===== config.mk =====
export PLATFORM = sky130hd
export DESIGN_NAME = tt_bit_column
export DESIGN_NICKNAME = d
export VERILOG_FILES = /design/src/rtl/tt_pkg.sv /design/src/rtl/tt_bit_stage.sv /design/src/rtl/tt_bit_column.sv
export SDC_FILE = /design/constraint.sdc
export NUM_CORES = 1
export LEC_CHECK = 0
export ABC_AREA = 1
export CORE_ASPECT_RATIO = 0.7
export CORE_MARGIN = 10
export CORE_UTILIZATION = 49
export CTS_CLUSTER_DIAMETER = 200
export DETAILED_ROUTE_END_ITERATION = 8
export GPL_TIMING_DRIVEN = 0
export PLACE_DENSITY_LB_ADDON = 0.1
export SETUP_SLACK_MARGIN = 0.05
export SYNTH_ARGS = -nofsm -noshare
export SYNTH_HDL_FRONTEND = slang
export SYNTH_SLANG_ARGS = --single-unit

===== constraint.sdc =====
create_clock -name i_clk -period 3 [get_ports i_clk]
set_input_delay 0.9 -clock i_clk [delete_from_list [all_inputs] [get_ports i_clk]]
set_output_delay 0.9 -clock i_clk [all_outputs]
set_load 0.02 [all_outputs]

===== src/rtl/tt_pkg.sv =====
// Shared types and helpers for the Turing Tumble bit column.
// Counter arithmetic never wraps: it saturates at all-ones.
package tt_pkg;

  localparam int MARBLE_CNT_W = 16;
  localparam int POP_MAX_W    = 64;

  typedef logic [MARBLE_CNT_W-1:0] marble_cnt_t;

  function automatic marble_cnt_t popcount(input logic [POP_MAX_W-1:0] x);
    marble_cnt_t n;
    n = '0;
    for (int i = 0; i < POP_MAX_W; i++) begin
      n = n + {{(MARBLE_CNT_W-1){1'b0}}, x[i]};
    end
    return n;
  endfunction

  function automatic marble_cnt_t sat_add16(input marble_cnt_t a, input marble_cnt_t b);
    logic [MARBLE_CNT_W:0] sum;
    sum = {1'b0, a} + {1'b0, b};
    return sum[MARBLE_CNT_W] ? '1 : sum[MARBLE_CNT_W-1:0];
  endfunction

endpackage


===== src/rtl/tt_bit_stage.sv =====
// One bit piece: a marble toggles the bit and carries on only if the bit was 1.
// Stage 0 has no token register; its marble arrives straight from the drop input.
module tt_bit_stage
  import tt_pkg::*;
#(
  parameter bit INIT_BIT  = 1'b0,
  parameter bit REG_TOKEN = 1'b1
) (
  input  logic clk,
  input  logic rst,
  input  logic token_in,
  input  logic load,
  input  logic load_bit,
  output logic bit_q,
  output logic token_q,
  output logic carry_out,
  output logic exit_out
);

  logic bit_r;
  logic tok_r;
  logic active;

  assign active    = REG_TOKEN ? tok_r : token_in;
  assign carry_out = active & bit_r;
  assign exit_out  = active & ~bit_r;
  assign bit_q     = bit_r;
  assign token_q   = REG_TOKEN ? tok_r : 1'b0;

  always_ff @(posedge clk or posedge rst) begin
    if (rst) begin
      bit_r <= INIT_BIT;
      tok_r <= 1'b0;
    end else begin
      tok_r <= REG_TOKEN ? token_in : 1'b0;
      if (load) begin
        bit_r <= load_bit;
      end else if (active) begin
        bit_r <= ~bit_r;
      end
    end
  end

endmodule


===== src/rtl/tt_bit_column.sv =====
// Pipelined column of WIDTH bit pieces forming a marble-driven binary counter,
// with gear load, a saturating completed-marble counter and an overflow halt.
module tt_bit_column
  import tt_pkg::*;
#(
  parameter int              WIDTH            = 4,
  parameter logic [WIDTH-1:0] INIT            = {WIDTH{1'b0}},
  parameter bit              STOP_ON_OVERFLOW = 1'b1
) (
  input  logic                    i_clk,
  input  logic                    i_rst,
  input  logic                    i_drop,
  output logic                    o_ready,
  input  logic                    i_load,
  input  logic [WIDTH-1:0]        i_load_value,
  output logic [WIDTH-1:0]        o_value,
  output logic [WIDTH-1:0]        o_exit,
  output logic                    o_overflow,
  output logic                    o_busy,
  output logic                    o_halted,
  output logic [MARBLE_CNT_W-1:0] o_marbles
);

  logic             accept;
  logic             load_apply;
  logic             overflow_next;
  logic [WIDTH-1:0] token_in;
  logic [WIDTH-1:0] token_q;
  logic [WIDTH-1:0] carry;
  logic [WIDTH-1:0] exit_next;
  marble_cnt_t      completed;

  assign o_ready    = ~o_halted & ~i_load;
  assign accept     = i_drop & o_ready;
  // Loading mid-flight would corrupt the in-flight increments, so it waits for idle.
  assign load_apply = i_load & ~o_busy;
  assign o_busy     = |token_q;

  assign token_in[0]   = accept;
  assign overflow_next = carry[WIDTH-1];

  for (genvar s = 1; s < WIDTH; s++) begin : g_chain
    assign token_in[s] = carry[s-1];
  end

  for (genvar s = 0; s < WIDTH; s++) begin : g_stage
    tt_bit_stage #(
      .INIT_BIT (INIT[s]),
      .REG_TOKEN(s != 0)
    ) u_stage (
      .clk      (i_clk),
      .rst      (i_rst),
      .token_in (token_in[s]),
      .load     (load_apply),
      .load_bit (i_load_value[s]),
      .bit_q    (o_value[s]),
      .token_q  (token_q[s]),
      .carry_out(carry[s]),
      .exit_out (exit_next[s])
    );
  end

  assign completed = popcount(POP_MAX_W'(exit_next))
                   + {{(MARBLE_CNT_W-1){1'b0}}, overflow_next};

  always_ff @(posedge i_clk or posedge i_rst) begin
    if (i_rst) begin
      o_exit     <= '0;
      o_overflow <= 1'b0;
      o_halted   <= 1'b0;
      o_marbles  <= '0;
    end else begin
      o_exit     <= exit_next;
      o_overflow <= overflow_next;
      o_halted   <= o_halted | (STOP_ON_OVERFLOW & overflow_next);
      o_marbles  <= sat_add16(o_marbles, completed);
    end
  end

endmodule


# Word-level counts from Yosys, hierarchy flattened
# Index checks and enable logic that the tools add are counted.
[totals]
ff_bits = 29
[op_classes]
add_sub_neg = 5
muxes = 9
bitwise_logic = 19
n_reduce_logical = 5
[ops]
columns = ["op", "n"]
rows = [
  ["$add A16 B5 Y17", 1],
  ["$mux W16", 1],
  ["$and A1 B1 Y1", 11],
  ["$mux W1", 8],
  ["$reduce_bool A2 Y1", 4],
  ["$not A1 Y1", 7],
  ["$add A4 B1 Y5", 1],
  ["$add A3 B1 Y4", 1],
  ["$add A2 B1 Y3", 1],
  ["$reduce_or A3 Y1", 1],
  ["$add A1 B1 Y2", 1],
  ["$or A1 B1 Y1", 1],
]

# Logic depth before layout (Yosys ltp)
[logic_depth]
word_depth = 10
depth_mapped = 15
depth_no_buf = 15

# By module
# Synthesis repeated with hierarchy kept, for this count alone.
[unflattened]
hier_cells = 201
area_unflattened_um2 = 1616.6
[modules_own_cells]
columns = ["mod", "instances", "cells_per_inst", "area_each_um2", "seq_area_each_um2"]
rows = [
  ["tt_bit_column", 1, 148, 1260.0, 550.5],
  ["tt_bit_stage (g_stage[1].u_stage ...)", 3, 13, 92.6, 50.0],
  ["tt_bit_stage (g_stage[0].u_stage)", 1, 14, 78.8, 25.0],
]

# Least setup slack after synthesis
# Ideal clock, no wire load.
[synth_timing]
kind = "input to register"
start = "in i_load"
end = "reg o_marbles[8]"
setup_time_ns = 0.122
arrival_ns = 3.469
t_required_ns = 2.878
setup_slack_ns = -0.590
stages = 14
path_buffers = 0
cell_sequence = "nor2_1 -> nand2_1 -> nor2_1 -> fa_1 -> inv_1 -> fa_1 -> inv_1 -> ha_1 -> fa_1 -> nand2_2 -> a21oi_4 -> nand2_2 -> xor2_1 -> nand2_1"
[synth_between]
elab_chain_cells = 10
[synth_rtl]
columns = ["element", "line", "source"]
rows = [
  ["from (decl)", "tt_bit_column.sv:14", "input logic i_load,"],
  ["$not A1 Y1", "tt_bit_column.sv:33", "assign o_ready = ~o_halted & ~i_load;"],
  ["$and A1 B1 Y1", "tt_bit_column.sv:33", ""],
  ["$and A1 B1 Y1", "tt_bit_column.sv:34", "assign accept = i_drop & o_ready;"],
  ["$and A1 B1 Y1", "tt_bit_stage.sv:26", "assign exit_out = active & ~bit_r;"],
  ["named net g_stage[0].u_stage.exit_out", "tt_bit_stage.sv:17", "output logic exit_out"],
  ["$add A1 B1 Y2", "tt_pkg.sv:14", "n = n + {{(MARBLE_CNT_W-1){1'b0}}, x[i]};"],
  ["$add A2 B1 Y3", "tt_pkg.sv:14", ""],
  ["$add A3 B1 Y4", "tt_pkg.sv:14", ""],
  ["$add A4 B1 Y5", "tt_bit_column.sv:64", "+ {{(MARBLE_CNT_W-1){1'b0}}, overflow_next};"],
  ["$add A16 B5 Y17", "tt_pkg.sv:21", "sum = {1'b0, a} + {1'b0, b};"],
  ["$mux W16", "tt_pkg.sv:22", "return sum[MARBLE_CNT_W] ? '1 : sum[MARBLE_CNT_W-1:0];"],
  ["to (signal assigned)", "tt_bit_column.sv:76", "o_marbles <= sat_add16(o_marbles, completed);"],
  ["to (decl)", "tt_bit_column.sv:21", "output logic [MARBLE_CNT_W-1:0] o_marbles"],
]
# The timed path passes the listed nets, and every way through them passes these cells.
# A chain may end at the register's enable or synchronous reset.

# Worst setup path after layout
[layout_timing]
start = "in i_load"
end = "reg o_marbles[10]"
# The elaborated chain is that of the path after synthesis.

==> impl_metrics.ini <==
[drt]
wl_met2_um = 1900
dr_total_vias = 1337
drc = 0
finalWirelength_um = 4100
top_layer = met4
drt_iter0_markers = 81
met1_length_um = 1800
wl_met3_um = 344
wire_per_inst_um = 15.0
ant_nets = 0
vias_per_cell = 4.90
first_pass_iters = 4

[layout]
nFillCells = 175
final_nets = 252
syn_to_final_growth_pct = 46.3
antenna_cells = 0
instances_no_fill = 273
drive_gt1_share_pct = 20.7

[flow_run]
drv_cap = 0

[clock_tree]
path_clk_slew_ps = 60
cts_buffer_depth = 2
numCtsBuffers = 5
cts_root_buf = clkbuf_8
clk_latency_ps = 280
cts_htree_levels = 2
clkSinkCount = 29
cts_tree = done

[floorplan]
core_mm2 = 0.00290
dieWidth_um = 86.9
num_rows = 16
die-area_mm2 = 0.00581
start_util_pct = 52.9
ioPinCount = 36
chipHeight_um = 66.8

[global_route]
grt_antenna_before_repair = 0
grt_overflow = 0
first_global_vias = 1309
grt_max_degree = 30
grt_pass1_wl_um = 6440
grt_use_total_pct = 14.3

[placement]
dp_hpwl_um = 2830
port_buffers = 35
dp.cells = 255
place_congestion = 0.805

[setup_path]
crit_fanout = 4
crit_chain = buf_8 -> nor2_4 -> nand2_4 -> nor2_4 -> fa_1 -> inv_2 -> fa_1 -> inv_1 -> ha_2 -> fa_2 -> nand2_4 -> buf_4 -> a21oi_4 -> nand3_1 -> nand2_1 -> nand3_1
max_stage_delay_ps = 440
path_class = primary input to flip-flop
cp.arrival_ps = 3410
cp-end-kind = flip-flop
slowest_stage = fa_1
worstPathRequired_ps = 3160
cp-start-kind = primary input
timing.critical_path.buf_inv = 4
crit_family = adder cells

[synth]
ys_seq_elements = 29
syn_inst = 184
yosys_warnings = 0
synth_fp_nets = 199
synth_compound_area_share_pct = 5.62
synth_adder_area_share_pct = 7.17
synth_top_family_by_area = simple AND/OR/NAND/NOR gates
synth-simple-area-share_pct = 27.7
ys_seq_area_share_pct = 47.3
synth_xor_area_share_pct = 1.71
avgSynthCellArea_um2 = 8.34
synth.area.mux_share_pct = 0
synth_area_mm2 = 0.00154
synth_cell_types = 22

[timing]
finClkSkew_ps = 3.36
fin_crit_ps = 3250
fin_tns_setup_ps = -2780
fmax_mhz = 308
finalCritPeriodShare_pct = 108
worst_slew_pin_slew_ps = 1100
setup_violations = 16
slew_headroom_pct = 26.7
rsz0062_at_grt = true
hold_viol = 0
slew_violations = 0
fin_ws_ps = -248

[run_status]
status = finished, violations left
violations = setup timing

[worst_hold_path]
hp-class = flip-flop to flip-flop

[pwr]
max-vdd-ir-drop_mv = 0.463
p_clk_share_pct = 23.7
leakage_nw = 1.18
internal-power_mw = 0.878
cellPowerDensity_mw_per_mm2 = 606
netSwitchingPower_mw = 0.482
power_switching_share_pct = 35.5
seqPwrFrac_pct = 38.7
combPwrFrac_pct = 37.6
[synth_stat cells]
cell | number | area [um^2]
or2_2 | 1 | 6.26
nand3b_1 | 1 | 7.51
a21oi_4 | 1 | 16.3
nand4_2 | 1 | 12.5
nor2_2 | 2 | 12.5
o21ai_1 | 3 | 15.0
nand4_1 | 2 | 12.5
nand3_1 | 15 | 75.1
xor2_1 | 3 | 26.3
inv_1 | 35 | 131
nand2_2 | 2 | 12.5
ha_1 | 4 | 50.1
a21oi_1 | 1 | 5.00
and2_1 | 2 | 12.5
fa_1 | 3 | 60.1
o21ai_0 | 10 | 50.1
nor2_1 | 22 | 82.6
nand2_1 | 41 | 154
nand4_4 | 1 | 21.3
nor3_4 | 1 | 16.3
buf_4 | 4 | 30.0
dfrtp_1 | 29 | 726
[tightest hold or removal path, stage by stage (launching register included)]
cell and delay, ps:
dfrtp_1 370, nand2_1 60, inv_1 60
[final cells by class]
type / count / area (um^2) / share of cell area [%]
multi-input cells: 118 / 787 / 35.0
flip-flops and latches: 29 / 726 / 32.3
repair buffers: 44 / 440 / 19.6
inverters: 35 / 131 / 5.85
clock buffers: 7 / 86.3 / 3.84
well taps: 36 / 45.0 / 2.01
plain buffers: 4 / 30.0 / 1.34
[worst paths after layout]
| path | endpoint | startpoint | slack [ps] | cells past startpoint |
|---|---|---|---|---|
| max | o_marbles[10] | i_load | -250 | 16 |
| min | g_stage[3].u_stage.token_q | g_stage[2].u_stage.token_q | 520 | 2 |
| max reg2reg | o_marbles[10] | o_halted | 0 | 15 |
| min reg2reg | g_stage[3].u_stage.token_q | g_stage[2].u_stage.token_q | 520 | 2 |
| max in group asynchronous | o_marbles[3] | i_rst | 1130 | 2 |
| min in group asynchronous | o_marbles[6] | i_rst | 1200 | 2 |
[logic make-up after synthesis]
logic type / after synthesis
compound gates: 15
xor+xnor: 3
buf+inv: 39
simple gates: 91
fa+ha+maj: 7
flops: 29
[power by group through the flow]
stage	Sequential (mW)	Clock (mW)	Combinational (mW)
2_1_floorplan	0.572	0	0.217
3_5_place_dp	0.529	0	0.465
5_1_grt	0.539	0.344	0.558
3_3_place_gp	0.524	0	0.454
4_1_cts	0.525	0.327	0.499
6_report	0.527	0.322	0.512
[metrics by stage]
stage	hold WS, ps	area, um^2	total power [mW]	utilization [%]	worst slack, ps
after floorplan	460	1550	0.790	-	-311
after global placement	481	1940	0.978	66.9	-959
after detailed placement	509	1940	0.994	66.9	-1020
after CTS	516	2140	1.35	73.6	-295
after global routing	539	2250	1.44	77.4	-355
final	518	2250	1.36	77.4	-248
[registers in the layout, summed over array words and instances (netlist names)]
signal,count
g_stage.u_stage.bit_q,4
g_stage.u_stage.token_q,3
o_exit,4
o_halted,1
o_marbles,16
o_overflow,1
[metal layers]
layer | up-vias | global-route usage [%]
met5 | - | 0
met4 | 0 | 5.44
met3 | 7 | 5.71
met2 | 38 | 21.2
met1 | 619 | 18.2
li1 | 673 | -
[placed cells by master, fill, tap and decap left out, types with 6 or more instances in the layout]
cell | netlist | final
clkbuf_8 | 0 | 6
inv_1 | 35 | 34
nand3_1 | 15 | 7
o21ai_0 | 10 | 10
nand2_1 | 41 | 39
clkdlybuf4s50_1 | 0 | 33
buf_4 | 4 | 11
nand3_2 | 0 | 8
dfrtp_1 | 29 | 29
nor2_1 | 22 | 20
[timing repair]
item | 4_1_cts | 5_1_grt
buffers inserted | 6 | 4
gates resized for setup | 20 | 13
hold buffers | 0 | 0
pin swaps | 14 | 11
cloned | 2 | 0
setup endpoints to repair | 17 | 16
(Power assumes the default switching activity.)
